[src/rtl/record_framer_pkg.sv]
// rtl/record_framer_pkg.sv - shared types and constants for the record framer
// Holds the framer state enum, the default framing bytes, the record field
// offsets and the escape decision. Shared by the RTL, the host-side model and
// the bench.
package record_framer_pkg;

  typedef enum logic [2:0] {
    IDLE,
    POP,
    LATCH,
    SEND_SOF,
    SEND_BYTE,
    SEND_ESC2,
    SEND_CHK
  } state_t;

  localparam logic [7:0] SOF_DEFAULT     = 8'h7E;
  localparam logic [7:0] ESC_DEFAULT     = 8'h7D;
  localparam logic [7:0] ESC_XOR_DEFAULT = 8'h20;

  // Record layout: {addr[47:16], data[15:8], flags[7:0]}
  localparam int ADDR_MSB  = 47;
  localparam int DATA_MSB  = 15;
  localparam int FLAGS_MSB = 7;
  localparam int REC_W     = 48;

  // A byte that collides with either framing byte must be escaped.
  function automatic logic needs_escape(input logic [7:0] b,
                                        input logic [7:0] sof,
                                        input logic [7:0] esc);
    return (b == sof) || (b == esc);
  endfunction

endpackage

[src/rtl/record_framer.sv]
// rtl/record_framer.sv - pops 48-bit records and sends them as escaped UART frames
// Frame: SOF, 6 payload bytes MSB first, CHK (XOR of unescaped payload).
// Ports:
//   clock             system clock, rising edge
//   reset             asynchronous active-low reset
//   read_empty        ring buffer has no record
//   read_data         record, valid the cycle after read_clock_enable
//   read_clock_enable one-cycle pop strobe
//   uart_ready        transmitter can accept a byte
//   uart_data         byte to transmit, valid with uart_clock_enable
//   uart_clock_enable one-cycle byte strobe
//   busy              state is not IDLE
module record_framer
  import record_framer_pkg::*;
#(
  parameter logic [7:0] SOF     = SOF_DEFAULT,
  parameter logic [7:0] ESC     = ESC_DEFAULT,
  parameter logic [7:0] ESC_XOR = ESC_XOR_DEFAULT
) (
  input  logic             clock,
  input  logic             reset,
  input  logic             read_empty,
  input  logic [REC_W-1:0] read_data,
  output logic             read_clock_enable,
  input  logic             uart_ready,
  output logic [7:0]       uart_data,
  output logic             uart_clock_enable,
  output logic             busy
);

  state_t           state_q, state_d;
  logic [REC_W-1:0] shift_q, shift_d;
  logic [2:0]       index_q, index_d;
  logic [7:0]       chk_q, chk_d;
  logic             from_chk_q, from_chk_d;   // SEND_ESC2 is finishing the CHK byte
  logic             rce_q, rce_d;
  logic             uce_q, uce_d;
  logic [7:0]       data_q, data_d;

  logic             can_send;
  logic [7:0]       cur_byte;

  // A strobe is never issued in two consecutive cycles.
  assign can_send = uart_ready && !uce_q;
  assign cur_byte = shift_q[ADDR_MSB -: 8];

  always_comb begin
    state_d    = state_q;
    shift_d    = shift_q;
    index_d    = index_q;
    chk_d      = chk_q;
    from_chk_d = from_chk_q;
    rce_d      = 1'b0;
    uce_d      = 1'b0;
    data_d     = data_q;

    case (state_q)
      IDLE: begin
        if (!read_empty) begin
          rce_d   = 1'b1;
          state_d = POP;
        end
      end
      POP: begin
        state_d = LATCH;
      end
      LATCH: begin
        shift_d    = read_data;
        index_d    = 3'd0;
        chk_d      = 8'h00;
        from_chk_d = 1'b0;
        state_d    = SEND_SOF;
      end
      SEND_SOF: begin
        if (can_send) begin
          uce_d   = 1'b1;
          data_d  = SOF;
          state_d = SEND_BYTE;
        end
      end
      SEND_BYTE: begin
        if (can_send) begin
          uce_d = 1'b1;
          chk_d = chk_q ^ cur_byte;
          if (needs_escape(cur_byte, SOF, ESC)) begin
            // Shift register keeps the byte; SEND_ESC2 emits it masked.
            data_d  = ESC;
            state_d = SEND_ESC2;
          end else begin
            data_d  = cur_byte;
            shift_d = {shift_q[REC_W-9:0], 8'h00};
            index_d = index_q + 3'd1;
            state_d = (index_q == 3'd5) ? SEND_CHK : SEND_BYTE;
          end
        end
      end
      SEND_ESC2: begin
        if (can_send) begin
          uce_d = 1'b1;
          if (from_chk_q) begin
            data_d  = chk_q ^ ESC_XOR;
            state_d = IDLE;
          end else begin
            data_d  = cur_byte ^ ESC_XOR;
            shift_d = {shift_q[REC_W-9:0], 8'h00};
            index_d = index_q + 3'd1;
            state_d = (index_q == 3'd5) ? SEND_CHK : SEND_BYTE;
          end
        end
      end
      SEND_CHK: begin
        if (can_send) begin
          uce_d = 1'b1;
          if (needs_escape(chk_q, SOF, ESC)) begin
            data_d     = ESC;
            from_chk_d = 1'b1;
            state_d    = SEND_ESC2;
          end else begin
            data_d  = chk_q;
            state_d = IDLE;
          end
        end
      end
      default: begin
        state_d = IDLE;
      end
    endcase
  end

  always_ff @(posedge clock or negedge reset) begin
    if (!reset) begin
      state_q    <= IDLE;
      shift_q    <= '0;
      index_q    <= 3'd0;
      chk_q      <= 8'h00;
      from_chk_q <= 1'b0;
      rce_q      <= 1'b0;
      uce_q      <= 1'b0;
      data_q     <= 8'h00;
    end else begin
      state_q    <= state_d;
      shift_q    <= shift_d;
      index_q    <= index_d;
      chk_q      <= chk_d;
      from_chk_q <= from_chk_d;
      rce_q      <= rce_d;
      uce_q      <= uce_d;
      data_q     <= data_d;
    end
  end

  assign read_clock_enable = rce_q;
  assign uart_clock_enable = uce_q;
  assign uart_data         = data_q;
  assign busy              = (state_q != IDLE);

endmodule
[config.mk]
export PLATFORM = sky130hd
export DESIGN_NAME = record_framer
export DESIGN_NICKNAME = d
export VERILOG_FILES = /design/src/rtl/record_framer_pkg.sv /design/src/rtl/record_framer.sv
export SDC_FILE = /design/constraint.sdc
export NUM_CORES = 1
export LEC_CHECK = 0
export ABC_AREA = 1
export BUFFER_PORTS_ARGS = -buffer_cell sky130_fd_sc_hd__buf_2
export CAP_MARGIN = 20
export CORE_ASPECT_RATIO = 0.75
export CORE_MARGIN = 2
export CORE_UTILIZATION = 30
export CTS_BUF_LIST = sky130_fd_sc_hd__clkbuf_8
export CTS_CLUSTER_SIZE = 8
export DETAILED_ROUTE_END_ITERATION = 6
export MAX_ROUTING_LAYER = met4
export PLACE_DENSITY = 0.48
export SLEW_MARGIN = 20
export SYNTH_ARGS = -nofsm -noshare
export SYNTH_HDL_FRONTEND = slang
export SYNTH_SLANG_ARGS = --single-unit
[constraint.sdc]
create_clock -name clock -period 2.56 [get_ports clock]
set_input_delay 0.384 -clock clock [delete_from_list [all_inputs] [get_ports clock]]
set_output_delay 0.384 -clock clock [all_outputs]
set_load 0.005 [all_outputs]
[Yosys cells after proc, flatten, opt, wreduce, memory -nomap -nowiden]
Cells that the tools add are included.
Storage, ports and cells
  bits in registers: 73
  latch bits: 0
  RAM bits: 0
  ROM bits: 0
  bits of input ports: 52
  output and inout bits: 11
  word-level logic and storage cells: 84
  memories: 0
Operators by class
  add/sub/neg operators: 1
  multipliers: 0
  divide/modulo/power cells: 0
  $lt $le $gt $ge: 0
  eq/ne operators: 19
  shifts and indexed selects: 0
  mux-type cells: 37
  bitwise gates (word level): 3
  reduce and logical (&&, ||, !) cells: 16
Operators with widths (count)
  48-bit 2-to-1 mux: 4
  48-bit one-hot mux with 3 select lines: 1
  8-bit 2-to-1 mux: 8
  3-bit 2-to-1 mux: 11
  8-bit by 7-bit equality test with 1-bit output (second input constant): 4
  8-bit one-hot mux with 4 select lines: 1
  3-bit one-hot mux with 7 select lines: 1
  2-bit != test (second input constant): 8
  8-bit one-hot mux with 2 select lines: 1
  5-bit AND reduction: 3
  3-bit equality test (second input constant): 4
  3-bit one-hot mux with 3 select lines: 1
  8-bit bitwise XOR: 1
  3-bit by 2-bit equality test with 1-bit output (second input constant): 2
  1-bit 2-to-1 mux: 6
  3-bit nonzero test: 2
  2-bit 2-to-1 mux: 2
  2-bit nonzero test: 2
  4-bit nonzero test: 1
  4-bit OR reduction: 1
  3-bit by 1-bit adder with 3-bit output (second input constant): 1
  3-bit by 1-bit equality test with 1-bit output (second input constant): 1
  3-bit logical NOT: 1
  3-bit AND reduction: 1
  6 further kinds: 8

[Logic depth before layout (Yosys ltp)]
  word-level depth: 5
  mapped depth: 10
  gate-level depth less buffers: 9

[Worst setup path after synthesis]
Ideal clock, no wire load.
  path type: register to register
  from: register state_q[1]
  to: register index_q[0]
  setup time: 0.130 ns
  arrival: 1.356 ns
  data required time: 2.430 ns
  slack: 1.073 ns
  stages on the path, launching flop included: 8
  path buffers: 1
  path through: dfrtp_1 inv_2 nand2_4 nor2_2 nand3_1 nand4_2 clkbuf_1 o21ai_1
On the way
  longest elaborated chain between the ends: 3
  elaborated cells between the ends (all ways): 10
  those cells by class: eq/ne (7); mux (1); reduce/logical (2)
RTL lines
  from (decl): RTL line record_framer.sv:31  | state_t state_q, state_d;
  from (signal assigned): RTL line record_framer.sv:141  | state_q <= state_d;
  3-bit equality test / 3-bit by 2-bit equality test with 1-bit output (equally long branches): RTL line record_framer.sv:57  | case (state_q)
  2-bit != test (no line) / 3-bit nonzero test (equally long branches)
  5-bit AND reduction (no line)
  to (signal assigned): RTL line record_framer.sv:143  | index_q <= index_d;
  to (decl): RTL line record_framer.sv:33  | logic [2:0] index_q, index_d;
Several ways; a longest one is shown, not always the timed one.
A chain may end at the register's enable or synchronous reset.

[Worst setup path after layout]
  from: register state_q[2]
  to: register shift_q[14]
On the way
  longest elaborated chain between the ends: 3
  elaborated cells between the ends (all ways): 10
  those cells by class: eq/ne (7); mux (1); reduce/logical (2)
RTL lines
  3-bit equality test / 3-bit by 2-bit equality test with 1-bit output (equally long branches): RTL line record_framer.sv:57
  2-bit != test (no line) / 3-bit nonzero test (equally long branches)
  5-bit AND reduction (no line)
  to (signal assigned): RTL line record_framer.sv:142  | shift_q <= shift_d;
  to (decl): RTL line record_framer.sv:32  | logic [REC_W-1:0] shift_q, shift_d;
Several ways; a longest one is shown, not always the timed one.

==> report_table.html <==
<table>
<tr><th>Metric</th><th>Value</th></tr>
<tr><th colspan="2">Clock tree</th></tr>
<tr><td>Number of buffers added to fix hold violations after cts</td><td>0</td></tr>
<tr><td>Skew-Pair Late Insertion Delay</td><td>roughly 0.37 ns</td></tr>
<tr><td>Maximum clock insertion buffer count</td><td>2</td></tr>
<tr><td>Number of instances resized during post-cts repair</td><td>0</td></tr>
<tr><td>Number of setup buffers added after CTS</td><td>0</td></tr>
<tr><td>Number of CTS-inserted buffers</td><td>9</td></tr>
<tr><td>Num Clock Sinks</td><td>73</td></tr>
<tr><td>Clock tree root buffer cell</td><td>clkbuf_8</td></tr>
<tr><td>Clock tree from TritonCTS</td><td>done</td></tr>
<tr><td>Clock Pin Slew Worst Setup and Hold Paths</td><td>0.09 ns</td></tr>
<tr><td>CTS HTree Levels</td><td>3</td></tr>
<tr><th colspan="2">STA</th></tr>
<tr><td>Worst-margin pin slew</td><td>0.582 ns</td></tr>
<tr><td>Final worst clock skew</td><td>0.0133 ns</td></tr>
<tr><td>Min Tclk post-route</td><td>2.12 ns</td></tr>
<tr><td>Hold Vio Cnt, Final</td><td>0</td></tr>
<tr><td>Period utilisation layout</td><td>82.7%</td></tr>
<tr><td>Max Clock Freq</td><td>0.473 GHz</td></tr>
<tr><td>Number of pins exceeding their max-slew limit in the final report</td><td>0</td></tr>
<tr><td>Fin Setup TNS</td><td>0 ns</td></tr>
<tr><td>RSZ-0062 raised after global routing</td><td>no</td></tr>
<tr><td>Setup-failing EPs final</td><td>0</td></tr>
<tr><td>Slew Limit Headroom</td><td>61.2%</td></tr>
<tr><th colspan="2">Floorplanning</th></tr>
<tr><td>Number of ports placed on the die boundary</td><td>63</td></tr>
<tr><td>Die outline area</td><td>around 13000 sq um</td></tr>
<tr><td>Effective utilization at floorplan</td><td>30.4%</td></tr>
<tr><td>Core Footprint</td><td>12200 sq um</td></tr>
<tr><td>Overall die width</td><td>132 um</td></tr>
<tr><td>Height of the chip</td><td>100 um</td></tr>
<tr><td>Site Rows</td><td>35</td></tr>
<tr><th colspan="2">Worst setup path</th></tr>
<tr><td>Slowest cell delay on critical path</td><td>0.59 ns</td></tr>
<tr><td>Category of cells accounting for the largest share of critical-path delay</td><td>simple AND/OR/NAND/NOR gates</td></tr>
<tr><td>Critical path startpoint category</td><td>flip-flop</td></tr>
<tr><td>Max FO, Critical Path</td><td>68</td></tr>
<tr><td>CP max stage cell</td><td>dfrtp_1</td></tr>
<tr><td>Crit path kind</td><td>flip-flop to flip-flop</td></tr>
<tr><td>Worst Setup End Kind</td><td>flip-flop</td></tr>
<tr><td>Crit path DAT</td><td>2.41 ns</td></tr>
<tr><td>Number of buffer and inverter instances along the worst setup path</td><td>1</td></tr>
<tr><td>Cells traversed along the worst timing path</td><td>nand2_4 &gt; nor2_1 &gt; nand2_2 &gt; nand4_4 &gt; buf_12 &gt; nand2_1 &gt; o21ai_1</td></tr>
<tr><td>Setup slack on the worst flop-to-flop path</td><td>0.44 ns</td></tr>
<tr><td>Required time at the worst-slack endpoint</td><td>2.86 ns</td></tr>
<tr><th colspan="2">Routing</th></tr>
<tr><td>Routed wire length</td><td>8.80 mm</td></tr>
<tr><td>Routed wire length per instance</td><td>13.5 um</td></tr>
<tr><td>Vias per Instance</td><td>roughly 4.5</td></tr>
<tr><td>Count of antenna-violating nets left after detailed routing</td><td>0</td></tr>
<tr><td>DRC marker count from the first detailed-route iteration</td><td>289</td></tr>
<tr><td>Pre-antenna DRT Iters</td><td>5</td></tr>
<tr><td>DRC violations left</td><td>0</td></tr>
<tr><td>Via count</td><td>around 2900</td></tr>
<tr><th colspan="2">Hold path</th></tr>
<tr><td>Worst min-delay path category</td><td>primary input to asynchronous set/reset pin</td></tr>
<tr><th colspan="2">Global route</th></tr>
<tr><td>Overall Global Routing Usage</td><td>15.1%</td></tr>
<tr><td>Initial antenna violation count</td><td>0</td></tr>
<tr><td>Congestion Overflow GR</td><td>0</td></tr>
<tr><td>Number of global-route vias before repair</td><td>2861</td></tr>
<tr><td>Maximum number of pins on one net before global-route repair</td><td>between 60 and 70</td></tr>
<tr><td>Wire length of the first global-routing pass</td><td>15.1 mm</td></tr>
<tr><th colspan="2">Synthesis</th></tr>
<tr><td>Post-Synthesis Cells</td><td>~420</td></tr>
<tr><td>Sequential cell area fraction in the yosys report</td><td>49.3%</td></tr>
<tr><td>Area leader, netlist</td><td>dfrtp_1</td></tr>
<tr><td>Synth top area cells</td><td>dfrtp_1 (49%), nand2_1 (12%), mux2i_1 (11%)</td></tr>
<tr><td>Count of flip-flops with a built-in enable after synthesis</td><td>0</td></tr>
<tr><td>Flip-flop and latch count after synthesis</td><td>73</td></tr>
<tr><td>Post-synth top area share</td><td>49.3%</td></tr>
<tr><td>Ys Warns</td><td>0</td></tr>
<tr><td>Most frequent cells after synthesis</td><td>nand2_1 (118), dfrtp_1 (73), mux2i_1 (40), o21ai_1 (37), inv_1 (33)</td></tr>
<tr><td>Proportion of synthesized flip-flops having asynchronous set or reset</td><td>100%</td></tr>
<tr><td>Per-instance average area after synthesis</td><td>~9 sq um</td></tr>
<tr><td>Cell variety after synth</td><td>30</td></tr>
<tr><td>Top-count cell post-synth</td><td>nand2_1</td></tr>
<tr><td>Synthesized Nets</td><td>472</td></tr>
<tr><td>Area of the mapped netlist</td><td>approximately 3700 sq um</td></tr>
<tr><td>Dominant register cell in the synthesized netlist</td><td>dfrtp_1</td></tr>
<tr><th colspan="2">Cells and area</th></tr>
<tr><td>Net total in the final layout</td><td>535</td></tr>
<tr><td>Number of inserted diodes</td><td>0</td></tr>
<tr><td>Layout overhead on the synthesized area</td><td>18.9%</td></tr>
<tr><td>Finished Cell Area</td><td>4410 sq um</td></tr>
<tr><td>Fraction of final layout cells sized beyond drive strength 1</td><td>22.2%</td></tr>
<tr><th colspan="2">Power</th></tr>
<tr><td>Lkg Pwr</td><td>2.32 nW</td></tr>
<tr><td>Power density of the placed cells</td><td>1200 nW/um^2</td></tr>
<tr><td>Worst supply voltage drop on vdd</td><td>0.343 mV</td></tr>
<tr><th colspan="2">Place</th></tr>
<tr><td>DP Area</td><td>approximately 4200 sq um</td></tr>
<tr><td>HPWL Detailed</td><td>6.45 mm</td></tr>
<tr><td>Count of port buffers added during placement</td><td>62</td></tr>
<tr><td>GPL Wtd Cong</td><td>0.931</td></tr>
<tr><th colspan="2">Flow run</th></tr>
<tr><td>Maximum capacitance violations</td><td>0</td></tr>
<tr><th colspan="2">Run status</th></tr>
<tr><td>Outcome</td><td>finished, final reports clean</td></tr>
</table>
[flip-flops by register name (all words and copies together) (netlist names)]
register	count
chk_q	8
from_chk_q	1
index_q	3
read_clock_enable	1
shift_q	48
state_q	3
uart_clock_enable	1
uart_data	8
[placed cells by master, fill, tap and decap left out, types with 5 or more instances in the layout]
cell / count
a21oi_1: 5
buf_2: 61
buf_4: 7
clkbuf_8: 9
dfrtp_1: 73
inv_1: 33
inv_2: 5
mux2i_1: 40
nand2_1: 118
nand3_1: 16
nor2_1: 16
nor3_1: 10
nor3b_1: 6
o21ai_0: 14
o21ai_1: 37
o21ai_2: 10
[power by group]
group / switching [mW] / leakage [nW] / internal (mW)
clock network: 0.503 / 0.118 / 0.571
logic: 1.32 / 1.28 / 0.868
registers: 0.365 / 0.930 / 1.67
total: 2.19 / 2.32 / 3.11
[cell families after synthesis]
kind of cell             Yosys count  share of synthesized area (%)
AND/OR/NAND/NOR                  178                           21.2
flip-flops                        73                           49.3
AO/OA/AOI/OAI                     69                           10.5
buffers and inverters             55                           7.29
multiplexers                      40                           10.8
adder cells (fa/ha/maj)            2                          0.675
XOR/XNOR                           1                          0.236
[area by class of cell]
cell class | instances | area [sq um]
Tap cell | 166 | 208
Clock buffer | 9 | 124
Clock inverter | 7 | 109
Inverter | 38 | 143
Timing Repair Buffer | 69 | 378
Fill cell | 1298 | 7770
Multi-Input combinational cell | 290 | 1620
Sequential cell | 73 | 1830
[path summary, 6_finish.rpt]
check	startpoint	to	depth (start not counted)
max	state_q[2]	shift_q[14]	7
min	reset	shift_q[25]	1
max reg2reg	state_q[2]	shift_q[14]	7
min reg2reg	shift_q[4]	shift_q[4]	2
max in group asynchronous	reset	chk_q[6]	2
min in group clock	read_empty	read_clock_enable	2
[layer usage]
layer / GRT usage (%) / vias up / part of all wire (%)
li1: - / 1500 / -
met5: - / - / 0
met3: 3.99 / 6 / 4.9
met2: 21.4 / 74 / 42
met1: 20.9 / 1353 / 52
met4: 4.71 / 0 / 1.1
[per-stage QoR]
stage	total power [mW]	utilization (%)	hold WS, ns	setup WS, ns	instances
final	5.29	36.2	0.00792	0.444	652
after global routing	5.79	36.2	0.0476	0.257	652
after CTS	5.36	36.2	0.0172	0.471	652
after detailed placement	4.27	34.3	0.426	0.473	636
after global placement	4.21	34.3	0.422	0.499	636
after floorplan	3.76	-	0.0884	1.07	418
(Power assumes the default switching activity.)
